$ cat src/rtl/axi_lite_arbiter_2m.sv
// Two-master, one-slave AXI4-Lite arbiter: round-robin at transaction granularity, one transaction in flight.
// Optional AXI_ARB_INSN_PRIO_EN: an instruction fetch (arprot[2]=1) beats a data request from the other master.
module axi_lite_arbiter_2m #(
    parameter int ADDR_W = 32,
    parameter int DATA_W = 32
) (
    input  logic                    clk,
    input  logic                    resetn,
    input  logic [1:0]              s_awvalid,
    output logic [1:0]              s_awready,
    input  logic [2*ADDR_W-1:0]     s_awaddr,
    input  logic [5:0]              s_awprot,
    input  logic [1:0]              s_wvalid,
    output logic [1:0]              s_wready,
    input  logic [2*DATA_W-1:0]     s_wdata,
    input  logic [2*(DATA_W/8)-1:0] s_wstrb,
    output logic [1:0]              s_bvalid,
    input  logic [1:0]              s_bready,
    input  logic [1:0]              s_arvalid,
    output logic [1:0]              s_arready,
    input  logic [2*ADDR_W-1:0]     s_araddr,
    input  logic [5:0]              s_arprot,
    output logic [1:0]              s_rvalid,
    input  logic [1:0]              s_rready,
    output logic [2*DATA_W-1:0]     s_rdata,
    output logic                    m_awvalid,
    input  logic                    m_awready,
    output logic [ADDR_W-1:0]       m_awaddr,
    output logic [2:0]              m_awprot,
    output logic                    m_wvalid,
    input  logic                    m_wready,
    output logic [DATA_W-1:0]       m_wdata,
    output logic [DATA_W/8-1:0]     m_wstrb,
    input  logic                    m_bvalid,
    output logic                    m_bready,
    output logic                    m_arvalid,
    input  logic                    m_arready,
    output logic [ADDR_W-1:0]       m_araddr,
    output logic [2:0]              m_arprot,
    input  logic                    m_rvalid,
    output logic                    m_rready,
    input  logic [DATA_W-1:0]       m_rdata
);

    localparam int STRB_W = DATA_W / 8;

    typedef enum logic [2:0] {
        IDLE  = 3'd0,
        RADDR = 3'd1,
        RDATA = 3'd2,
        WADDR = 3'd3,
        WRESP = 3'd4
    } state_t;

    state_t     state;
    logic       grant;
    logic       rr_next;
    logic       aw_done;
    logic       w_done;
    logic [1:0] req;
    logic       winner;
    logic       aw_hs;
    logic       w_hs;
    logic       ar_hs;
    logic       r_hs;
    logic       b_hs;

    assign req = s_arvalid | s_awvalid | s_wvalid;

`ifdef AXI_ARB_INSN_PRIO_EN
    logic [1:0] insn;
    assign insn = {s_arvalid[1] & s_arprot[5], s_arvalid[0] & s_arprot[2]};

    always_comb begin
        winner = req[1];
        if (req == 2'b11) begin
            if (insn == 2'b01)
                winner = 1'b0;
            else if (insn == 2'b10)
                winner = 1'b1;
            else
                winner = rr_next;
        end
    end
`else
    always_comb begin
        winner = req[1];
        if (req == 2'b11)
            winner = rr_next;
    end
`endif

    // Payload is a plain mux on the registered grant; valids below keep it invisible when not granted.
    assign m_awaddr = grant ? s_awaddr[2*ADDR_W-1:ADDR_W] : s_awaddr[ADDR_W-1:0];
    assign m_awprot = grant ? s_awprot[5:3] : s_awprot[2:0];
    assign m_wdata  = grant ? s_wdata[2*DATA_W-1:DATA_W] : s_wdata[DATA_W-1:0];
    assign m_wstrb  = grant ? s_wstrb[2*STRB_W-1:STRB_W] : s_wstrb[STRB_W-1:0];
    assign m_araddr = grant ? s_araddr[2*ADDR_W-1:ADDR_W] : s_araddr[ADDR_W-1:0];
    assign m_arprot = grant ? s_arprot[5:3] : s_arprot[2:0];
    assign s_rdata  = {m_rdata, m_rdata};

    assign aw_hs = m_awvalid & m_awready;
    assign w_hs  = m_wvalid & m_wready;
    assign ar_hs = m_arvalid & m_arready;
    assign r_hs  = m_rvalid & m_rready;
    assign b_hs  = m_bvalid & m_bready;

    always_ff @(posedge clk) begin
        if (!resetn) begin
            state   <= IDLE;
            grant   <= 1'b0;
            rr_next <= 1'b0;
            aw_done <= 1'b0;
            w_done  <= 1'b0;
        end else begin
            case (state)
                IDLE: begin
                    if (|req) begin
                        grant <= winner;
                        state <= s_arvalid[winner] ? RADDR : WADDR;
                    end
                end
                RADDR: if (ar_hs) state <= RDATA;
                RDATA: begin
                    if (r_hs) begin
                        rr_next <= ~grant;
                        state   <= IDLE;
                    end
                end
                WADDR: begin
                    if (aw_hs) aw_done <= 1'b1;
                    if (w_hs)  w_done  <= 1'b1;
                    if ((aw_done | aw_hs) && (w_done | w_hs))
                        state <= WRESP;
                end
                WRESP: begin
                    if (b_hs) begin
                        aw_done <= 1'b0;
                        w_done  <= 1'b0;
                        rr_next <= ~grant;
                        state   <= IDLE;
                    end
                end
                default: state <= IDLE;
            endcase
        end
    end

    // Done flags stop a master that keeps AW/W high from being forwarded twice.
    always_comb begin
        m_arvalid = 1'b0;
        m_awvalid = 1'b0;
        m_wvalid  = 1'b0;
        m_bready  = 1'b0;
        m_rready  = 1'b0;
        s_arready = 2'b00;
        s_awready = 2'b00;
        s_wready  = 2'b00;
        s_bvalid  = 2'b00;
        s_rvalid  = 2'b00;
        case (state)
            RADDR: begin
                m_arvalid        = s_arvalid[grant];
                s_arready[grant] = m_arready;
            end
            RDATA: begin
                s_rvalid[grant] = m_rvalid;
                m_rready        = s_rready[grant];
            end
            WADDR: begin
                m_awvalid        = s_awvalid[grant] & ~aw_done;
                s_awready[grant] = m_awready & ~aw_done;
                m_wvalid         = s_wvalid[grant] & ~w_done;
                s_wready[grant]  = m_wready & ~w_done;
            end
            WRESP: begin
                s_bvalid[grant] = m_bvalid;
                m_bready        = s_bready[grant];
            end
            default: ;
        endcase
    end

endmodule

$ cat config.mk
export PLATFORM = sky130hd
export DESIGN_NAME = axi_lite_arbiter_2m
export DESIGN_NICKNAME = d
export VERILOG_FILES = /design/src/rtl/axi_lite_arbiter_2m.sv
export SDC_FILE = /design/constraint.sdc
export NUM_CORES = 1
export LEC_CHECK = 0
export ABC_AREA = 1
export BUFFER_PORTS_ARGS = -buffer_cell sky130_fd_sc_hd__buf_2
export CORE_AREA = 2 2 174 176
export DETAILED_ROUTE_END_ITERATION = 7
export DIE_AREA = 0 0 176 178
export HOLD_SLACK_MARGIN = 0.1
export SLEW_MARGIN = 20
export SYNTH_ARGS = -nofsm -noshare
export SYNTH_HDL_FRONTEND = slang
export SYNTH_SLANG_ARGS = --single-unit
$ cat constraint.sdc
create_clock -name clk -period 1.3 [get_ports clk]
set_input_delay 0.13 -clock clk [delete_from_list [all_inputs] [get_ports clk]]
set_output_delay 0.13 -clock clk [all_outputs]
set_load 0.005 [all_outputs]
==> qor.yml, run 1 <==
end_kind: "primary output"
met3_wirelength_mm: 1.39
crit_fanout: 12
crit_type: "reg2out"
yosysSeqAreaShare_pct: 5.62
fin_nets: 1092
antenna_found_initial: 0
syn_avg_cell_area_um2: 4.69
grt_max_degree: 40
cts_max_path_buffers: 2
p_per_area_nw_per_um2: 1180
drt-total-wl_mm: 15.7
rsz0062_at_grt: "true"
first_global_vias: 3761
outcome: "finished with violations"
cp_data_arrival_time_ns: 1.32
synth_area_leaders: "nand2_1, buf_4, dfxtp_1, inv_1, nor3_1"
clkLatencyLatePin_ns: 0.23
cts_tree: "yes"
synth-edff-count: 0
grt_usage_pct: 8.83
die_w_um: 176
worst_slack_ns: -0.151
ys_seq_elements: 7
peakVddDrop_uv: 414
drt-met1-wl_mm: 6.45
grt_pass1_wl_mm: 21.1
syn_area_um2: 2490
path_clk_slew_ns: 0.04
finalMaxSlewViolations: 0
synthArstFlopShare_pct: 0
crit_chain: "buf_8 > buf_12 > nand2_1 > nand2_1 > buf_2"
wl_per_cell_um: 12.9
initial_utilization_pct: 8.48
critPathRequiredTime_ns: 1.17
syn_nets: 793
final_core_util_pct: 16.6
remaining_drc_errors: 0
syn_inst: 532
area_growth_pct: 96.0
critPathLaunchType: "flip-flop"
gp_congestion: 0.760
fillers: 3413
synth_cell_types: 26
die-area_um2: 31300
die_h_um: 178
synth_common_cells: "nand2_1, buf_4, inv_1"
cts.sinks: 7
worst_pin_slew_ns: 0.221
antennaDiodeCount: 0
synth_top_area_cell: "nand2_1"
portBuffers: 349
leakagePower_nw: 2.99
grt-ovfl-total: 0
drive_gt1_share_pct: 51.6
synth_top_area_share_pct: 53.6
setup_viol: 125
fin_crit_sh_pct: 112
wl_met2_mm: 7.71
hold_viol: 0
seqCellArea_um2: 155
critPathMaxStageDelay_ns: 0.43
relSlewSlack_pct: 85.2
crit_path_frequent_cell: "nand2_1"
ios: 446
htree_num_levels: 1
multi_input_area_um2: 1800
path_buf_inv: 3
drv_cap: 0
fmax_mhz: 689
top_layer: "met4"
dp_hpwl_mm: 12.0
yosysWarnings: 0
clock-root-buffer: "clkbuf_16"
yosys_most_used_dff: "dfxtp_1"
clock_skew_ns: 0.00259
hold_path.class: "in2reg"
vias_per_cell: 3.47
drtIter0Drc: 144
vias: 4234
timing.setup.tns_ns: -10.23
critical_path.top_delay_family: "buffers and inverters"
design.core.area_um2: 29400
cts_buffers: 3
violations: "setup timing"
preCtsSetupSlack_ns: -0.0923
yosysMostFrequentCell: "nand2_1"
drtPass1Iterations: 5
cp_slowest_cell: "dfxtp_4"
drtAntennaViolNets: 0
period_minus_slack_ns: 1.45
row_count: 63
cts_hold_buf: 0
[what timing repair did]
item / in CTS / in global routing
pin swaps: 6 / 0
resized for setup: 58 / 12
endpoints found under the hold margin: 0 / 0
cloned: 5 / 1
setup buffers: 12 / 1
endpoints found under the setup margin: 126 / 127
[metrics by stage]
| step | instance area, um2 | cells | power [mW] | hold slack, ns |
|---|---|---|---|---|
| finish | 4890 | 1220 | 5.77 | 0.201 |
| CTS | 4800 | 1218 | 5.69 | 0.196 |
| global placement | 4290 | 1198 | 4.20 | 0.260 |
| global route | 4890 | 1220 | 6.32 | 0.214 |
| detailed placement | 4290 | 1198 | 4.24 | 0.260 |
| floorplan | 2490 | 532 | 2.54 | 0.251 |
[cell families (layout without fill, tap and decap cells)]
logic type,Yosys count,count (layout),share of synthesized area (%)
AND/OR/NAND/NOR,400,400,63.8
buffers and inverters,114,412,27.5
AO/OA/AOI/OAI,11,11,3.01
flip-flops,7,7,5.62
[sequential cells by signal, indices dropped and copies added, names as in the netlist]
register	count
state	3
grant	1
rr_next	1
aw_done	1
w_done	1
[metal layers]
layer | vias up | track usage, %
li1 | 2125 | -
met2 | 220 | 15.1
met5 | - | 0
met1 | 1864 | 11.2
met4 | 0 | 1.72
met3 | 25 | 2.34
[cells in the final DEF (no fill, tap or decap)]
cell type	count
a21oi_4	3
buf_12	4
inv_8	1
o21ai_0	1
nand2_2	10
a21boi_1	1
nand3_1	5
nor2_2	4
a21oi_1	3
inv_1	20
nor3_2	3
nor3_1	4
clkbuf_16	4
o21ai_2	1
inv_6	1
nand2_1	349
nand3_4	2
nand3b_1	1
nor2_4	3
clkbuf_1	1
buf_4	16
buf_8	3
nor2_1	11
dfxtp_1	3
nor3_4	6
o21ai_1	1
dfxtp_4	4
buf_6	9
buf_2	344
buf_16	6
inv_2	3
o211ai_1	1
nand4_1	1
nand3_2	1
[worst register-to-register path: stages (launching register included)]
cell and delay (ns):
dfxtp_4 0.39, inv_8 0.15, nand2_1 0.14, nand2_1 0.13, a21oi_4 0.07, nor2_4 0.14, nand3_4 0.11, nor2_1 0.16
nor2_2 0.06
[where the power goes]
| group | switching [mW] | total [mW] | internal (mW) |
|---|---|---|---|
| Combinational | 2.59 | 4.75 | 2.16 |
| Clock | 0.123 | 0.531 | 0.409 |
| Sequential | 0.164 | 0.489 | 0.325 |
[final cells by class]
| class | count | share of cell area (%) |
|---|---|---|
| inverters | 25 | 2.18 |
| flip-flops and latches | 7 | 3.17 |
| well taps | 390 | 9.98 |
| repair buffers | 383 | 46.2 |
| clock buffers | 4 | 1.61 |
| multi-input cells | 411 | 36.9 |
[final timing paths]
check	cells past startpoint	slack [ns]	to	startpoint
hold / removal	3	0.20	state[1]$_SDFFE_PN0P_	resetn
setup / recovery	5	-0.15	m_arprot[0]	grant$_SDFFE_PN0P_
hold reg to reg	2	0.49	rr_next$_SDFFE_PN0P_	rr_next$_SDFFE_PN0P_
setup reg to reg	8	-0.15	state[2]$_SDFFE_PN0P_	grant$_SDFFE_PN0P_
No activity file was read; power rests on OpenSTA's default activity.
==> run 2, diff against run 1 <==
--- a/config.mk
+++ b/config.mk
@@ -6,11 +6,13 @@
 export NUM_CORES = 1
 export LEC_CHECK = 0
 export ABC_AREA = 1
-export BUFFER_PORTS_ARGS = -buffer_cell sky130_fd_sc_hd__buf_2
 export CORE_AREA = 2 2 174 176
 export DETAILED_ROUTE_END_ITERATION = 7
 export DIE_AREA = 0 0 176 178
+export DONT_BUFFER_PORTS = 1
 export HOLD_SLACK_MARGIN = 0.1
+export SETUP_SLACK_MARGIN = 0.1
+export SKIP_LAST_GASP = 1
 export SLEW_MARGIN = 20
 export SYNTH_ARGS = -nofsm -noshare
 export SYNTH_HDL_FRONTEND = slang
==> qor.yml, run 2 (same netlist as run 1, synthesis figures left out) <==
outcome: "finished with violations"  # unchanged
violations: "setup timing"  # unchanged
path_clk_slew_ns: 0.04  # about the same
layout_commonest_cell: "nand2_1"  # unchanged
hold_viol: 0  # unchanged
grt-ovfl-total: 0  # unchanged
finalMaxSlewViolations: 0  # unchanged
crit_fanout: 5  # was 12
wl_met2_mm: 5.64  # was 7.71 mm
preCtsSetupSlack_ns: -0.0253  # was -0.0923 ns
drt-met1-wl_mm: 4.77  # was 6.45 mm
antenna_found_initial: 1  # was 0
top_layer: "met5"  # was met4
dp_hpwl_mm: 9.08  # was 12.0 mm
drtAntennaViolNets: 0  # unchanged
die_w_um: 176  # unchanged
die-area_um2: 31300  # unchanged
drive_gt1_share_pct: 18.5  # was 51.6%
critPathLaunchType: "flip-flop"  # unchanged
setup_viol: 80  # was 125
design.core.area_um2: 29400  # unchanged
p_per_area_nw_per_um2: 1480  # was 1180 nW/um2
clock_skew_ns: 0.000824  # was 0.00259 ns
fmax_mhz: 698  # was 689 MHz
grt_usage_pct: 6.68  # was 8.83%
cts_buffers: 3  # unchanged
fin_crit_sh_pct: 110  # was 112%
power_frac_seq_pct: 10.5  # was 8.5%
gp_congestion: 0.793  # was 0.760
leakagePower_nw: 1.61  # was 2.99 nW
die_h_um: 178  # unchanged
drt-total-wl_mm: 12.5  # was 15.7 mm
htree_num_levels: 1  # unchanged
vias: 3044  # was 4,234
worst_slack_ns: -0.133  # was -0.151 ns
cts_tree: "yes"  # unchanged
clockPowerShare_pct: 11.1  # was 9.2%
first_global_vias: 2273  # was 3,761
relSlewSlack_pct: 84.6  # was 85.2%
end_kind: "flip-flop"  # was primary output
period_minus_slack_ns: 1.43  # was 1.45 ns
drtPass1Iterations: 4  # was 5
cts.sinks: 7  # unchanged
drv_cap: 0  # unchanged
row_count: 63  # unchanged
initial_utilization_pct: 8.48  # unchanged
portBuffers: 0  # was 349
crit_type: "reg2reg"  # was reg2out
final_cell_mix: "nand2_1, inv_1, buf_4, nor3_4, nand2_2"  # was nand2_1, buf_2, inv_1, buf_4, nor2_1
cts_max_path_buffers: 2  # unchanged
p_switching_mw: 2.61  # was 2.87 mW
hold_path.class: "in2reg"  # unchanged
worst_pin_slew_ns: 0.230  # was 0.221 ns
drtIter0Drc: 240  # was 144
pwr-share-comb_pct: 78.3  # was 82.3%
clock-root-buffer: "clkbuf_16"  # unchanged
grt_pass1_wl_mm: 15.0  # was 21.1 mm
clkLatencyLatePin_ns: 0.23  # about the same
cp_data_arrival_time_ns: 1.55  # was 1.32 ns
vias_per_cell: 3.50  # was 3.47
internal_power_mw: 2.04  # was 2.90 mW
rsz0062_at_grt: "true"  # unchanged
met3_wirelength_mm: 1.92  # was 1.39 mm
antennaDiodeCount: 0  # unchanged
p_sw_share_pct: 56.2  # was 49.8%
critPathRequiredTime_ns: 1.42  # was 1.17 ns
timing.setup.tns_ns: -2.43  # was -10.23 ns
largest_reg_flops: 3  # unchanged
remaining_drc_errors: 0  # unchanged
ios: 446  # unchanged
fin_nets: 742  # was 1,092
grt_max_degree: 39  # was 40
wl_per_cell_um: 14.3  # was 12.9 um
peakVddDrop_uv: 447  # was 414 uV
largest_register: "state"  # unchanged
area_growth_pct: 26.4  # was 96.0%
run 2: cell count changes in the layout (fill, tap and decap cells not counted), sizes merged:
| cell | change |
|---|---|
| inv | +1 |
| buf | -350 |
| clkbuf | -1 |
run 2: routing by layer:
metal / vias up / global-route usage (%)
li1: 1425 / -
met1: 1374 / 8.89
met2: 228 / 9.53
met3: 15 / 3.64
met4: 2 / 1.14
met5: - / 0
run 2: power by group through the flow:
stage,clock network (mW),registers [mW],logic [mW]
2_1_floorplan,0,0.388,2.15
3_3_place_gp,0,0.430,2.56
3_5_place_dp,0,0.437,2.60
4_1_cts,0.530,0.450,3.35
5_1_grt,0.556,0.508,4.02
6_report,0.519,0.489,3.65
run 2: layout make-up:
class	instances	area, um2
multi-input cells	411	1890
repair inverters	1	6.26
clock buffers	4	78.8
inverters	25	111
well taps	390	488
repair buffers	32	428
fillers	3429	26200
flip-flops and latches	7	155
run 2: per-stage QoR:
step	total power, mW	utilization [%]	instances	hold slack, ns	instance area, um2
after CTS	4.33	10.1	868	0.0219	2980
after global routing	5.08	10.7	870	0.0256	3150
final	4.65	10.7	870	0.0221	3150
after global placement	2.99	8.69	851	0.255	2560
after floorplan	2.54	-	532	0.244	2490
after detailed placement	3.04	8.69	851	0.260	2560
run 2: critical path: stages (launching register included):
cell     delay (ns)
dfxtp_4        0.35
buf_12         0.13
buf_8          0.12
nand2_1        0.11
nand2_2        0.12
a21oi_4        0.06
nor2_4         0.13
nand3_4        0.11
nor2_2         0.13
nor2_2         0.05
run 2: timing repair:
| item | 4_1_cts | 5_1_grt |
|---|---|---|
| endpoints found under the setup margin | 128 | 128 |
| setup buffers | 8 | 2 |
| gates resized for setup | 46 | 42 |
| hold endpoints to repair | 7 | 7 |
| pin swaps | 6 | 11 |
| cloned | 5 | 0 |
run 2: path summary, 6_finish.rpt:
check                        from               endpoint  slack (ns)  depth (start not counted)
max            grant$_SDFFE_PN0P_  state[1]$_SDFFE_PN0P_       -0.13                          9
min                        resetn  state[0]$_SDFFE_PN0P_        0.02                          2
max reg2reg    grant$_SDFFE_PN0P_  state[1]$_SDFFE_PN0P_       -0.13                          9
min reg2reg  rr_next$_SDFFE_PN0P_   rr_next$_SDFFE_PN0P_        0.49                          2
